File: config.mk
export PLATFORM = sky130hd
export DESIGN_NAME = dmem_access_sequencer
export DESIGN_NICKNAME = d
export VERILOG_FILES = /design/src/rtl/dmem_access_sequencer.sv
export SDC_FILE = /design/constraint.sdc
export NUM_CORES = 1
export LEC_CHECK = 0
export ABC_AREA = 1
export ABC_CLOCK_PERIOD_IN_PS = 1900
export CAP_MARGIN = 20
export CORE_AREA = 2 2 143 89
export CTS_BUF_LIST = sky130_fd_sc_hd__clkbuf_8
export DETAILED_ROUTE_END_ITERATION = 10
export DIE_AREA = 0 0 145 91
export PLACE_DENSITY = 0.82
export SYNTH_ARGS = -nofsm -noshare
export SYNTH_HDL_FRONTEND = slang
export SYNTH_SLANG_ARGS = --single-unit
File: constraint.sdc
create_clock -name clk -period 1.9 [get_ports clk]
set_input_delay 0.38 -clock clk [delete_from_list [all_inputs] [get_ports clk]]
set_output_delay 0.38 -clock clk [all_outputs]
set_load 0.01 [all_outputs]
File: src/rtl/dmem_access_sequencer.sv
// Data-memory access sequencer: turns MEM-stage load/store/fence controls into a
// single-outstanding valid/ready request, stalls the pipeline and extends load data.
module dmem_access_sequencer (
  input  logic        clk,
  input  logic        rst_n,
  input  logic        mem_read,
  input  logic        mem_write,
  input  logic        fence,
  input  logic [2:0]  funct3,
  input  logic [31:0] addr,
  input  logic [31:0] wdata,
  output logic        stall,
  output logic        done,
  output logic [31:0] load_data,
  output logic        misaligned,
  output logic        req_valid,
  input  logic        req_ready,
  output logic        req_we,
  output logic [31:0] req_addr,
  output logic [3:0]  req_be,
  output logic [31:0] req_wdata,
  input  logic        rsp_valid,
  input  logic [31:0] rsp_rdata,
  output logic        fence_req,
  input  logic        fence_ack
);

  // state    | meaning
  // IDLE     | waiting for a memory op or fence from the MEM stage
  // REQ      | request presented, waiting for req_ready
  // WAIT_RSP | read accepted, waiting for rsp_valid
  // FENCE    | fence_req raised, waiting for fence_ack
  // DONE     | one-cycle completion pulse, pipeline released
  typedef enum logic [2:0] {
    S_IDLE,
    S_REQ,
    S_WAIT_RSP,
    S_FENCE,
    S_DONE
  } state_t;

  state_t      state, state_nxt;
  logic [1:0]  off_q;
  logic [2:0]  f3_q;
  logic        mis_q;

  logic        mem_op;
  logic        is_half;
  logic        is_word;
  logic        misalign;
  logic [3:0]  be_calc;
  logic [31:0] wdata_rep;
  logic [31:0] lane;
  logic [31:0] ext_data;

  assign mem_op   = mem_read | mem_write;
  assign is_half  = (funct3[1:0] == 2'b01);
  assign is_word  = funct3[1];
  assign misalign = (is_half & addr[0]) | (is_word & (addr[1:0] != 2'b00));

  always_comb begin
    be_calc   = 4'b1111;
    wdata_rep = wdata;
    case (funct3[1:0])
      2'b00: begin
        be_calc   = 4'b0001 << addr[1:0];
        wdata_rep = {4{wdata[7:0]}};
      end
      2'b01: begin
        be_calc   = 4'b0011 << addr[1:0];
        wdata_rep = {2{wdata[15:0]}};
      end
      default: begin
        be_calc   = 4'b1111;
        wdata_rep = wdata;
      end
    endcase
  end

  // Lane select then extend; word loads are aligned so the shift is zero.
  assign lane = rsp_rdata >> {off_q, 3'b000};

  always_comb begin
    ext_data = lane;
    case (f3_q)
      3'b000:  ext_data = {{24{lane[7]}}, lane[7:0]};
      3'b001:  ext_data = {{16{lane[15]}}, lane[15:0]};
      3'b100:  ext_data = {24'h0, lane[7:0]};
      3'b101:  ext_data = {16'h0, lane[15:0]};
      default: ext_data = lane;
    endcase
  end

  always_comb begin
    state_nxt = state;
    case (state)
      S_IDLE: begin
        if (mem_op)     state_nxt = misalign ? S_DONE : S_REQ;
        else if (fence) state_nxt = S_FENCE;
      end
      S_REQ:      if (req_ready) state_nxt = req_we ? S_DONE : S_WAIT_RSP;
      S_WAIT_RSP: if (rsp_valid) state_nxt = S_DONE;
      S_FENCE:    if (fence_ack) state_nxt = S_DONE;
      S_DONE:     state_nxt = S_IDLE;
      default:    state_nxt = S_IDLE;
    endcase
  end

  always_ff @(posedge clk or negedge rst_n) begin
    if (!rst_n) begin
      state     <= S_IDLE;
      req_we    <= 1'b0;
      req_addr  <= 32'h0;
      req_be    <= 4'h0;
      req_wdata <= 32'h0;
      off_q     <= 2'b00;
      f3_q      <= 3'b000;
      mis_q     <= 1'b0;
      load_data <= 32'h0;
    end else begin
      state <= state_nxt;
      case (state)
        S_IDLE: begin
          if (mem_op) begin
            mis_q <= misalign;
            if (!misalign) begin
              req_we    <= mem_write & ~mem_read;
              req_addr  <= {addr[31:2], 2'b00};
              req_be    <= be_calc;
              req_wdata <= wdata_rep;
              off_q     <= addr[1:0];
              f3_q      <= funct3;
            end
            if (!mem_read || misalign) load_data <= 32'h0;
          end else if (fence) begin
            mis_q     <= 1'b0;
            load_data <= 32'h0;
          end
        end
        S_WAIT_RSP: if (rsp_valid) load_data <= ext_data;
        S_DONE:     mis_q <= 1'b0;
        default: ;
      endcase
    end
  end

  assign req_valid  = (state == S_REQ);
  assign fence_req  = (state == S_FENCE);
  assign done       = (state == S_DONE);
  assign misaligned = done & mis_q;
  assign stall      = ((state != S_IDLE) && (state != S_DONE)) ||
                      ((state == S_IDLE) && (mem_read | mem_write | fence));

endmodule

==> reports/results.ini <==
[power_and_ir_drop]
swShare=0.3976
p_int_mw=7.000
p_comb_frac=0.547
power.switching_mw=4.620
seqPwrFrac=0.344
p_leak_nw=3.863
power_density_mw_per_mm2=1462
ir_worst_vdd_mv=0.7450
p_clk_frac=0.109
fin_total_pwr_mw=11.62

[detailed_routing]
wl_per_cell_um=14.65
ant_nets=0
route.vias.total=5218
drt_iter0_markers=353
dr.pass1.iters=5
routed_wirelength_mm=15.66
via_per_inst=4.881
drcViolationCount=0

[floorplanning]
start_util=0.4454
rows=31
ioPinCount=213
die_area_sq_mm=0.01320
core_sq_mm=0.01183
die_w_um=145
die_h_um=91

[synthesis]
synthCells=677
synth-edff-count=0
synth_flop_cell=dfrtp_1
yosys_warnings=0
synth_common_cells=nand2_1 (264), dfrtp_1 (108), nand3_1 (86)
ys_ff_latch=108
yosysTopAreaCell=dfrtp_1
ys_async_sr_fraction=1.000
yosysMostFrequentCell=nand2_1
synth_cell_types=30
yosysTopAreaCellShare=0.5129
ys_seq_area_frac=0.5129
syn_area_sq_mm=0.005269
yosys-top-cells-area=dfrtp_1 (51%), nand2_1 (19%), nand3_1 (8.2%), o21ai_1 (3.5%), o21ai_0 (3.3%)
syn_area_per_cell_sq_um=7.783

[job]
max_cap_violations=0

[clock_network]
insertion_delay_ps=370
clock_sinks=108
cts_made_buffers=9
tritoncts=done
htree_num_levels=3
cts_buffer_depth=2
clock-root-buffer=clkbuf_8
clk_pin_slew_ps=100

[global_routing]
gr-total-overflow=0
grt_start_max_net_pins=44
grt_pass1_wl_mm=25.68
grt_pass1_vias=5027
grtUsageTotal=0.2396
antenna_found_initial=0

[critical_path]
crit-reg2reg-launch=state[0]$_DFFE_PN0P_
crit_type=in -> out
cp.required_ps=1520
critPathMaxFanout=2
end_kind=primary output
rr_worst_depth=10
reg2reg_to=req_addr[28]$_DFFE_PN0P_
start_kind=input port
rrSetupSlack_ps=280
worstPathArrival_ps=1450

[hold_path]
hold_path_class=in -> async

[layout]
areaGrowthSynthToFinish_pct=50.84
final_cell_count_no_fill=1069
design_area_sq_mm=0.007948
drive_above_1_share=0.09513
final_nets=1007
n_antenna_cell=0

[placement]
placed_cells=1051
gp_congestion=0.9465
place_area_sq_mm=0.007750
hpwl_mm=12.16
io_buffers=210
preCtsSetupSlack_ps=-167.7

[timing]
fin_crit_sh=0.9620
whs_ps=396.8
finalSetupViolations=0
setup_ws_ps=72.13
drv_slew=0
finalCriticalPeriod_ps=1828
skew_ps=12.46
hold_viol=0
max_freq_mhz=547.1

[run_status]
status=complete, no violations

==> worst max-delay path by stage <==
stage | end | startpoint
floorplan | req_addr[22]$_DFFE_PN0P_ | state[1]$_DFFE_PN0P_
global placement | stall | mem_write
detailed placement | stall | mem_write
CTS | misaligned | state[0]$_DFFE_PN0P_
global route | stall | state[0]$_DFFE_PN0P_
finish | stall | mem_read
==> sequential cells by signal, summed over array words and instances (netlist names) <==
| name | cells |
|---|---|
| f3_q | 3 |
| load_data | 32 |
| mis_q | 1 |
| off_q | 2 |
| req_addr | 30 |
| req_be | 4 |
| req_wdata | 32 |
| req_we | 1 |
| state | 3 |
==> per-stage QoR <==
stage	TNS, ps	util
2_1_floorplan	0	-
3_3_place_gp	-5153	0.6551
3_5_place_dp	-7751	0.6551
4_1_cts	0	0.6708
5_1_grt	-2.108	0.6718
6_report	0	0.6718
==> per-layer routing <==
metal / wire length (um) / up-vias / part of all wire / GRT usage
li1: - / 2643 / - / -
met2: 6750 / 175 / 0.43 / 0.3587
met1: 7545 / 2389 / 0.48 / 0.3443
met5: 0 / - / 0 / 0
met3: 1241 / 11 / 0.079 / 0.07688
met4: 123 / 0 / 0.0079 / 0.04455
==> area by class of cell <==
cell class	count	area [sq um]
clock buffers	9	123.9
clock inverters	6	45.04
fillers	996	3882
inverters	32	122.6
multi-input cells	495	2223
flip-flops and latches	108	2703
well taps	165	206.4
repair buffers	254	2524
==> cell families (layout without fill, tap and decap cells) <==
kind of cell / after synthesis / after routing / synth area share
AOI/OAI and AO/OA: 115 / 115 / 0.1166
buffers and inverters: 75 / 301 / 0.06958
DFF: 108 / 108 / 0.5129
and+or+nand+nor: 378 / 378 / 0.3002
other: 1 / 2 / 0.0007117
==> what timing repair did <==
item / 4_1_cts / 5_1_grt
hold buffers: 1 / 0
gates resized for setup: 9 / 5
setup endpoints to repair: 5 / 2
gates cloned: 0 / 0
pin swaps: 0 / 1
setup buffers: 1 / 1
endpoints found under the hold margin: 10 / 0
==> cell usage in the layout (no fill, tap or decap), types with 8 or more instances in the layout <==
cell,synthesis,routed
a21oi_1,29,29
buf_12,0,8
buf_4,5,36
clkbuf_8,0,9
clkdlybuf4s50_1,0,204
dfrtp_1,108,108
inv_1,26,25
nand2_1,264,263
nand3_1,86,86
nor2_1,14,11
o21ai_0,35,35
o21ai_1,37,37
==> worst max-delay path, cell delays in order <==
cell,delay (ps)
clkdlybuf4s50_1,430
nor2_2,150
nand2_1,80
nand2_1,90
nand3_1,80
clkdlybuf4s15_1,230
==> power by group through the flow <==
stage               Sequential, mW  Clock, mW  Combinational, mW
floorplan                     4.42          0               2.67
global placement              4.01          0               6.22
detailed placement            4.01          0               6.35
CTS                           4.00       1.32               6.36
global route                  4.13       1.40               6.96
finish                        3.99       1.27               6.36
No activity file was read; power rests on OpenSTA's default activity.
